<file path="src/rtl/stat_pkg.sv">
// Shared types and sizes for the statistics readout path.
// Counter width here must match the statistics block that produces J/R/I/TotalCycles.
package stat_pkg;

    localparam int STAT_WORDS  = 4;
    localparam int STAT_BYTES  = 16;
    localparam int STAT_WORD_W = 32;
    localparam int STAT_SNAP_W = STAT_WORDS * STAT_WORD_W;
    localparam int STAT_IDX_W  = $clog2(STAT_BYTES);

    typedef enum logic [1:0] {
        IDLE = 2'd0,
        SEND = 2'd1,
        CSUM = 2'd2
    } stat_state_e;

endpackage

</file>
<file path="src/rtl/stat_byte_sel.sv">
// Combinational byte picker: byte k of the snapshot is bits 8k+7:8k,
// so packing the words as {TotalCycles, I, R, J} yields J first, LSB first.
module stat_byte_sel
    import stat_pkg::*;
(
    input  logic [STAT_SNAP_W-1:0] snap,
    input  logic [STAT_IDX_W-1:0]  idx,
    output logic [7:0]             sel_byte
);

    logic [7:0] snap_bytes [STAT_BYTES];

    for (genvar gi = 0; gi < STAT_BYTES; gi++) begin : g_byte
        assign snap_bytes[gi] = snap[8*gi +: 8];
    end

    assign sel_byte = snap_bytes[idx];

endmodule

</file>
<file path="src/rtl/stat_readout.sv">
// Snapshot-and-stream reader for the instruction statistics counters.
// Define STAT_READOUT_CSUM_EN to append a modulo-256 checksum byte after the 16 data bytes.
module stat_readout
    import stat_pkg::*;
(
    input  logic                   clk,
    input  logic                   rst,
    input  logic                   req,
    input  logic [STAT_WORD_W-1:0] J,
    input  logic [STAT_WORD_W-1:0] R,
    input  logic [STAT_WORD_W-1:0] I,
    input  logic [STAT_WORD_W-1:0] TotalCycles,
    output logic [7:0]             out_data,
    output logic                   out_valid,
    input  logic                   out_ready,
    output logic                   busy,
    output logic                   done
);

    localparam logic [STAT_IDX_W-1:0] LAST_IDX = STAT_IDX_W'(STAT_BYTES - 1);

    stat_state_e            state_q, state_d;
    logic [STAT_SNAP_W-1:0] snap_q, snap_d;
    logic [STAT_IDX_W-1:0]  idx_q, idx_d;
    logic                   done_q, done_d;
    logic [7:0]             sel_byte;
    logic                   hs;
`ifdef STAT_READOUT_CSUM_EN
    logic [7:0]             sum_q, sum_d;
`endif

    stat_byte_sel u_sel (
        .snap     (snap_q),
        .idx      (idx_q),
        .sel_byte (sel_byte)
    );

    assign hs = out_valid && out_ready;

    always_comb begin
        state_d = state_q;
        snap_d  = snap_q;
        idx_d   = idx_q;
        done_d  = 1'b0;
`ifdef STAT_READOUT_CSUM_EN
        sum_d   = sum_q;
`endif
        case (state_q)
            IDLE: begin
                if (req) begin
                    snap_d  = {TotalCycles, I, R, J};
                    idx_d   = '0;
`ifdef STAT_READOUT_CSUM_EN
                    sum_d   = '0;
`endif
                    state_d = SEND;
                end
            end
            SEND: begin
                if (hs) begin
`ifdef STAT_READOUT_CSUM_EN
                    sum_d = sum_q + sel_byte;
`endif
                    if (idx_q == LAST_IDX) begin
                        idx_d = '0;
`ifdef STAT_READOUT_CSUM_EN
                        state_d = CSUM;
`else
                        state_d = IDLE;
                        done_d  = 1'b1;
`endif
                    end else begin
                        idx_d = idx_q + 1'b1;
                    end
                end
            end
`ifdef STAT_READOUT_CSUM_EN
            CSUM: begin
                if (hs) begin
                    state_d = IDLE;
                    done_d  = 1'b1;
                end
            end
`endif
            default: state_d = IDLE;
        endcase
    end

    always_ff @(posedge clk or posedge rst) begin
        if (rst) begin
            state_q <= IDLE;
            snap_q  <= '0;
            idx_q   <= '0;
            done_q  <= 1'b0;
`ifdef STAT_READOUT_CSUM_EN
            sum_q   <= '0;
`endif
        end else begin
            state_q <= state_d;
            snap_q  <= snap_d;
            idx_q   <= idx_d;
            done_q  <= done_d;
`ifdef STAT_READOUT_CSUM_EN
            sum_q   <= sum_d;
`endif
        end
    end

    // Outputs decode straight from the state flop, so reset clears them asynchronously.
    always_comb begin
        out_data = 8'h00;
        if (state_q == SEND) begin
            out_data = sel_byte;
        end
`ifdef STAT_READOUT_CSUM_EN
        else if (state_q == CSUM) begin
            out_data = sum_q;
        end
`endif
    end

    assign out_valid = (state_q != IDLE);
    assign busy      = (state_q != IDLE);
    assign done      = done_q;

endmodule
</file>
<file path="config.mk">
export PLATFORM = sky130hd
export DESIGN_NAME = stat_readout
export DESIGN_NICKNAME = d
export VERILOG_FILES = /design/src/rtl/stat_pkg.sv /design/src/rtl/stat_byte_sel.sv /design/src/rtl/stat_readout.sv
export SDC_FILE = /design/constraint.sdc
export NUM_CORES = 1
export LEC_CHECK = 0
export ABC_CLOCK_PERIOD_IN_PS = 10100
export BUFFER_PORTS_ARGS = -buffer_cell sky130_fd_sc_hd__buf_2
export CORE_MARGIN = 5
export CORE_UTILIZATION = 35
export CTS_CLUSTER_DIAMETER = 200
export DETAILED_ROUTE_END_ITERATION = 8
export PLACE_DENSITY = 0.55
export SLEW_MARGIN = 10
export SYNTH_ARGS = -nofsm -noshare
export SYNTH_HDL_FRONTEND = slang
export SYNTH_SLANG_ARGS = --single-unit
</file>
<file path="constraint.sdc">
create_clock -name clk -period 10.1 [get_ports clk]
set_input_delay 0.505 -clock clk [delete_from_list [all_inputs] [get_ports clk]]
set_output_delay 0.505 -clock clk [all_outputs]
set_load 0.01 [all_outputs]
</file>
==> results.toml, run 1 <==
[worst_hold_path]
hp-class = "input pin to asynchronous set/reset pin"

[detailed_routing]
dr.pass1.iters = 4
wl_per_cell_microns = 19.4
avgViaCountPerCell = 4.94
antenna_left = 0
drt_iter0_markers = 164
num_vias = 3700
routed_wirelength_microns = 14500
drc = 0

[logic_synthesis]
yosys_warnings = 0
synth_top_area_share_pct = 55.2
synth.yosys.seq_area_share_pct = 55.2
syn_area_sq_mm = 0.00607
syn_nets = 505
synth-main-ff-cell = "dfrtp_1"
synth_top_cell_by_area = "dfrtp_1"
ys_seq_elements = 134
ys_top_cells_by_area = "dfrtp_1 (55%), mux2_2 (24%), mux4_2 (10%)"
avgSynthCellArea_sq_um = 16.3
async_flop_share_pct = 100
synth_edf_count = 0
syn-instance-count = 372
ys_types = 29

[cells_and_area]
layout-drive-gt1-share_pct = 63.9
syn2layout_area_growth_pct = 24.0
fin_nets = 645
n_fill_cell = 1622
utilization_pct = 43.8

[critical_path]
end_kind = "output pin"
arrival_ns = 2.80
cp-start-kind = "flip-flop"
required_ns = 9.60
crit_type = "flip-flop to output pin"
crit_path_max_fanout = 29

[power_and_ir_drop]
peakVddDrop_uv = 179
p_leak_nw = 3.41
powerDensity_mw_per_mm2 = 322

[clocking]
cts_tree = "yes"
clk_path_buf_depth = 2
cts_sinks = 134
numCtsBuffers = 17
cts_root_buffer = "clkbuf_16"
htreeDepth = 4
post-cts-setup-buffers = 0
cts_resized = 0
cts_hold_buf = 0
clkTransAtPathRegs_ns = 0.06
insertion_delay_ns = 0.42

[floorplanning]
rows = 48
core_region_area_sq_mm = 0.0172
dieArea_sq_mm = 0.0201
num_io_pins = 143
dieHeight_microns = 142
die_w_microns = 142
start_util_pct = 35.3

[run_status]
status = "complete, no violations"

[sta]
slew_headroom_pct = 27.9
hold_viol_final = 0
drv_slew = 0
fin_skew_ns = 0.00535
rsz0062_at_grt = "no"
setup_viol = 0
period_minus_slack_ns = 3.30
fin_tns_setup_ns = 0
max_freq_mhz = 303
min_period_over_period_pct = 32.7
worst_pin_slew_ns = 1.08

[global_routing]
antenna_found_initial = 3
grt_pass1_vias = 4198
gr-total-overflow = 0
track_usage_pct = 15.1
grt_max_degree = 84
grt_first_pass_wirelength_microns = 22900

[run]
max-cap-violations = 0

[place]
place_congestion = 0.743
dp_hpwl_microns = 10500
io_buffers = 142
kinds of logic (layout without fill, tap and decap cells):
logic type	Yosys count	in the layout	synth area share, %
xor gates and xnor gates	1	1	0.144
muxes	174	174	38.2
AOI/OAI and AO/OA	15	15	1.73
DFF	134	134	55.2
and+or+nand+nor	18	18	1.28
other	0	1	0
adders and majority gates	1	1	0.206
buffers and inverters	29	180	3.15
layout by cell type, fill, tap and decap left out, drive strengths merged, types with 2 or more instances in the layout:
cell,count
nand2,4
mux2i,14
bufinv,3
clkbuf,21
inv,2
mux4,32
mux2,128
clkinvlp,3
a22o,2
dfrtp,134
nor2,9
clkinv,4
nand3,2
o22ai,7
buf,147
worst max-delay path, stage by stage (launching register included):
cell and delay [ns]:
dfrtp_2 0.55, buf_4 0.54, mux4_2 0.60, mux2i_1 0.35, o22ai_1 0.16, buf_2 0.17
synth_stat cells (all sizes together) (2+ instances only):
| library cell | n |
|---|---|
| mux2 | 128 |
| buf | 25 |
| dfrtp | 134 |
| mux4 | 32 |
| nand2 | 4 |
| o22ai | 7 |
| mux2i | 14 |
| inv | 2 |
| nor2 | 9 |
| nand3 | 2 |
| a22o | 2 |
where the power goes:
part / total [mW] / internal, mW / switching, mW
Clock: 0.619 / 0.397 / 0.222
Sequential: 0.965 / 0.807 / 0.158
Combinational: 0.838 / 0.496 / 0.342
registers in the layout (all words and copies together) (netlist names):
register	cells
state_q	1
done	1
snap_q	128
idx_q	4
routing by layer:
layer	vias up	GRT usage, %	part of all wire, %
li1	1678	-	-
met1	1884	20.2	45
met2	114	22.7	46
met3	20	5.70	7.9
met4	4	4.85	1.3
met5	-	0	0.22
per-stage QoR:
stage / instances / power, mW / instance area (sq um) / hold slack (ns) / setup slack [ns]
5_1_grt: 749 / 2.57 / 7520 / 0.294 / 6.65
3_3_place_gp: 718 / 1.79 / 6930 / 0.482 / 6.98
6_report: 749 / 2.42 / 7520 / 0.220 / 6.80
2_1_floorplan: 372 / 1.56 / 6070 / 0.472 / 6.01
4_1_cts: 748 / 2.45 / 7520 / 0.254 / 6.74
3_5_place_dp: 718 / 1.83 / 6930 / 0.488 / 6.92
worst paths after layout:
check,to,slack [ns],cells after the start,start
max reg2reg,snap_q[15]$_DFFE_PP0P_,7.04,4,state_q[0]$_DFFE_PP0P_
max,out_data[2],6.80,5,idx_q[0]$_DFFE_PP0P_
max in group asynchronous,idx_q[0]$_DFFE_PP0P_,8.64,3,rst
min reg2reg,snap_q[8]$_DFFE_PP0P_,0.50,1,snap_q[8]$_DFFE_PP0P_
min in group clk,snap_q[21]$_DFFE_PP0P_,0.32,2,J[21]
min,snap_q[30]$_DFFE_PP0P_,0.22,2,rst
cell type report:
| class | count | area (sq um) | area share (%) |
|---|---|---|---|
| Tap cell | 225 | 282 | 3.74 |
| Clock inverter | 9 | 128 | 1.70 |
| Timing Repair Buffer | 147 | 748 | 9.95 |
| Sequential cell | 134 | 3350 | 44.6 |
| Inverter | 3 | 16.3 | 0.216 |
| Clock buffer | 21 | 460 | 6.12 |
| Antenna cell | 1 | 2.50 | 0.0333 |
| Multi-Input combinational cell | 209 | 2530 | 33.7 |
Power figures use the tool's default switching activity.
==> run 2, diff against run 1 <==
--- a/config.mk
+++ b/config.mk
@@ -5,13 +5,13 @@
 export SDC_FILE = /design/constraint.sdc
 export NUM_CORES = 1
 export LEC_CHECK = 0
-export ABC_CLOCK_PERIOD_IN_PS = 10100
+export ABC_CLOCK_PERIOD_IN_PS = 3000
 export BUFFER_PORTS_ARGS = -buffer_cell sky130_fd_sc_hd__buf_2
 export CORE_MARGIN = 5
 export CORE_UTILIZATION = 35
 export CTS_CLUSTER_DIAMETER = 200
 export DETAILED_ROUTE_END_ITERATION = 8
-export PLACE_DENSITY = 0.55
+export PLACE_DENSITY = 0.57
 export SLEW_MARGIN = 10
 export SYNTH_ARGS = -nofsm -noshare
 export SYNTH_HDL_FRONTEND = slang
==> constraint.sdc (replaced) <==
create_clock -name clk -period 3 [get_ports clk]
set_input_delay 0.15 -clock clk [delete_from_list [all_inputs] [get_ports clk]]
set_output_delay 0.15 -clock clk [all_outputs]
set_load 0.01 [all_outputs]
==> run 2 against run 1 <==
- critical path depth unchanged
- final cell count increased by 17%
- sequential power increased to 3.4 times the previous value
- first-iteration DRC count increased by 41%
- core utilization increased by 7.7 points
- wire length increased by 12%
- die area unchanged
- count of clock-buffer cells in the layout increased by 6
- global-route usage increased by 1.5 points
- combinational power increased to 3.6 times the previous value
- register-to-register slack got worse by 5.9 ns
- largest cell class unchanged
- largest power group unchanged
==> results.toml, run 2 (synthesis gave the netlist of run 1 again) <==
[floorplanning]
dieArea_sq_mm = 0.0201
start_util_pct = 35.3
dieHeight_microns = 142
rows = 48
core_region_area_sq_mm = 0.0172
die_w_microns = 142
num_io_pins = 143

[cells_and_area]
final_cell_mix = "buf_2 (142), dfrtp_1 (133), dlygate4sd3_1 (129)"
multi_input_comb_area_sq_mm = 0.00253
layout-drive-gt1-share_pct = 51.1
utilization_pct = 51.5
stdcell_count = 880
antenna_cells = 0
largest_reg_flops = 128
final_common_cell = "buf_2"
reg_top3 = "snap_q: 128 flops, idx_q: 4 flops"
top_register = "snap_q"
ff_latch_area_sq_mm = 0.00335
n_fill_cell = 1489
fin_nets = 777
syn2layout_area_growth_pct = 45.7

[clocking]
htreeDepth = 4
cts_sinks = 134
clk_path_buf_depth = 2
cts_resized = 0
clkTransAtPathRegs_ns = 0.05
numCtsBuffers = 17
insertion_delay_ns = 0.41
cts_root_buffer = "clkbuf_16"
cts_tree = "yes"

[global_routing]
grt_max_degree = 132
grt_use_met3_pct = 3.74
grt_first_pass_wirelength_microns = 25300
grt-busiest-layer = "met2"
track_usage_pct = 16.6
grtUsageMet2_pct = 27.0
gr-total-overflow = 0
grt_pass1_vias = 4659
gr-usage-met1_pct = 22.5
antenna_found_initial = 0

[critical_path]
cpMaxStageDelayCell = "dfrtp_2"
required_ns = 2.85
crit_path_max_fanout = 21
reg2reg_from = "state_q[0]$_DFFE_PP0P_"
cp-start-kind = "flip-flop"
crit_start = "idx_q[0]$_DFFE_PP0P_"
slowest_delay_ns = 0.55
arrival_ns = 2.48
end_kind = "output pin"
crit_type = "flip-flop to output pin"
cp_cell_sequence = "buf_12 -> mux4_2 -> mux2i_1 -> o22ai_1 -> buf_2"

[worst_hold_path]
min_from = "I[25]"
hp-class = "input pin to flip-flop"

[sta]
timing.hold.ws_ns = 0.0333
period_minus_slack_ns = 2.63
fin_skew_ns = 0.00437
hold_viol_final = 0
rsz0062_at_grt = "no"
min_period_over_period_pct = 87.5
drv_slew = 0
setup_viol = 0
worst_pin_slew_ns = 0.744
fin_tns_setup_ns = 0
max_freq_mhz = 381
slew_headroom_pct = 50.4

[power_and_ir_drop]
switching_share_pct = 29.7
combPwrFrac_pct = 36.3
p_int_mw = 5.79
powerDensity_mw_per_mm2 = 932
seq_power_share_pct = 39.8
peakVddDrop_uv = 487
p_sw_mw = 2.45
p_clk_share_pct = 23.9
p_leak_nw = 3.96

[detailed_routing]
drc = 0
antenna_left = 0
routed_wirelength_microns = 16200
wl_per_cell_microns = 18.4
dr.pass1.iters = 4
num_vias = 4266
drt_iter0_markers = 232
avgViaCountPerCell = 4.85

[run]
max-cap-violations = 0

[place]
place_congestion = 0.796
dp_hpwl_microns = 10900
placedCellCount = 721
io_buffers = 142

[run_status]
status = "complete, no violations"
## run 2: changes by cell type in the layout (fill, tap and decap cells not counted)
cell / previous run / this run
clkinvlp_4: 3 / 1
clkbuf_8: 2 / 6
diode_2: 1 / 0
inv_6: 1 / 0
bufinv_16: 3 / 1
clkbuf_1: 2 / 4
clkinv_2: 3 / 2
dlygate4sd3_1: 0 / 129
buf_12: 0 / 3
## run 2: area by class of cell
type                            count  share of cell area, %
Clock buffer                       27                   5.91
Clock inverter                      3                  0.453
Inverter                            3                  0.170
Multi-Input combinational cell    209                   28.6
Sequential cell                   134                   37.9
Tap cell                          225                   3.18
Timing Repair Buffer              279                   23.7
## run 2: power groups by stage
stage                     sequential (mW)  clock (mW)  combinational (mW)
after floorplan                      3.03           0                2.23
after global placement               3.30           0                2.81
after detailed placement             3.31           0                2.89
after CTS                            3.29        2.02                3.03
after global routing                 3.39        2.10                3.25
final                                3.28        1.97                2.99
## run 2: what timing repair did
| item | 4_1_cts | 5_1_grt |
|---|---|---|
| setup buffers | 0 | 0 |
| hold endpoints to repair | 206 | 0 |
| hold buffers | 129 | 0 |
## run 2: metrics by stage
step	setup WS, ns	total power [mW]	instance area [sq um]
after detailed placement	0.825	6.20	6990
after CTS	0.365	8.35	8850
final	0.374	8.24	8850
after floorplan	1.18	5.26	6070
after global placement	0.872	6.11	6990
after global routing	0.306	8.73	8850
## run 2: worst paths after layout
| path | endpoint | slack [ns] | cells past startpoint |
|---|---|---|---|
| hold / removal | snap_q[89]$_DFFE_PP0P_ | 0.03 | 2 |
| setup / recovery | out_data[3] | 0.37 | 5 |
| max in group asynchronous | snap_q[6]$_DFFE_PP0P_ | 1.98 | 4 |
| hold reg to reg | snap_q[87]$_DFFE_PP0P_ | 0.50 | 1 |
| min in group asynchronous | snap_q[72]$_DFFE_PP0P_ | 0.39 | 4 |
| setup reg to reg | snap_q[22]$_DFFE_PP0P_ | 1.17 | 3 |
## run 2: critical path, delay by kind of cell, from the launching register on
kind,cells,cell delay [ns]
compound gates,1,0.19
flops,1,0.55
mux,2,0.90
buf+inv,2,0.42
## run 2: metal layers
| layer | vias up | wire length [microns] |
|---|---|---|
| li1 | 1934 | - |
| met2 | 127 | 7880 |
| met4 | 0 | 184 |
| met5 | - | 0 |
| met3 | 17 | 855 |
| met1 | 2188 | 7280 |
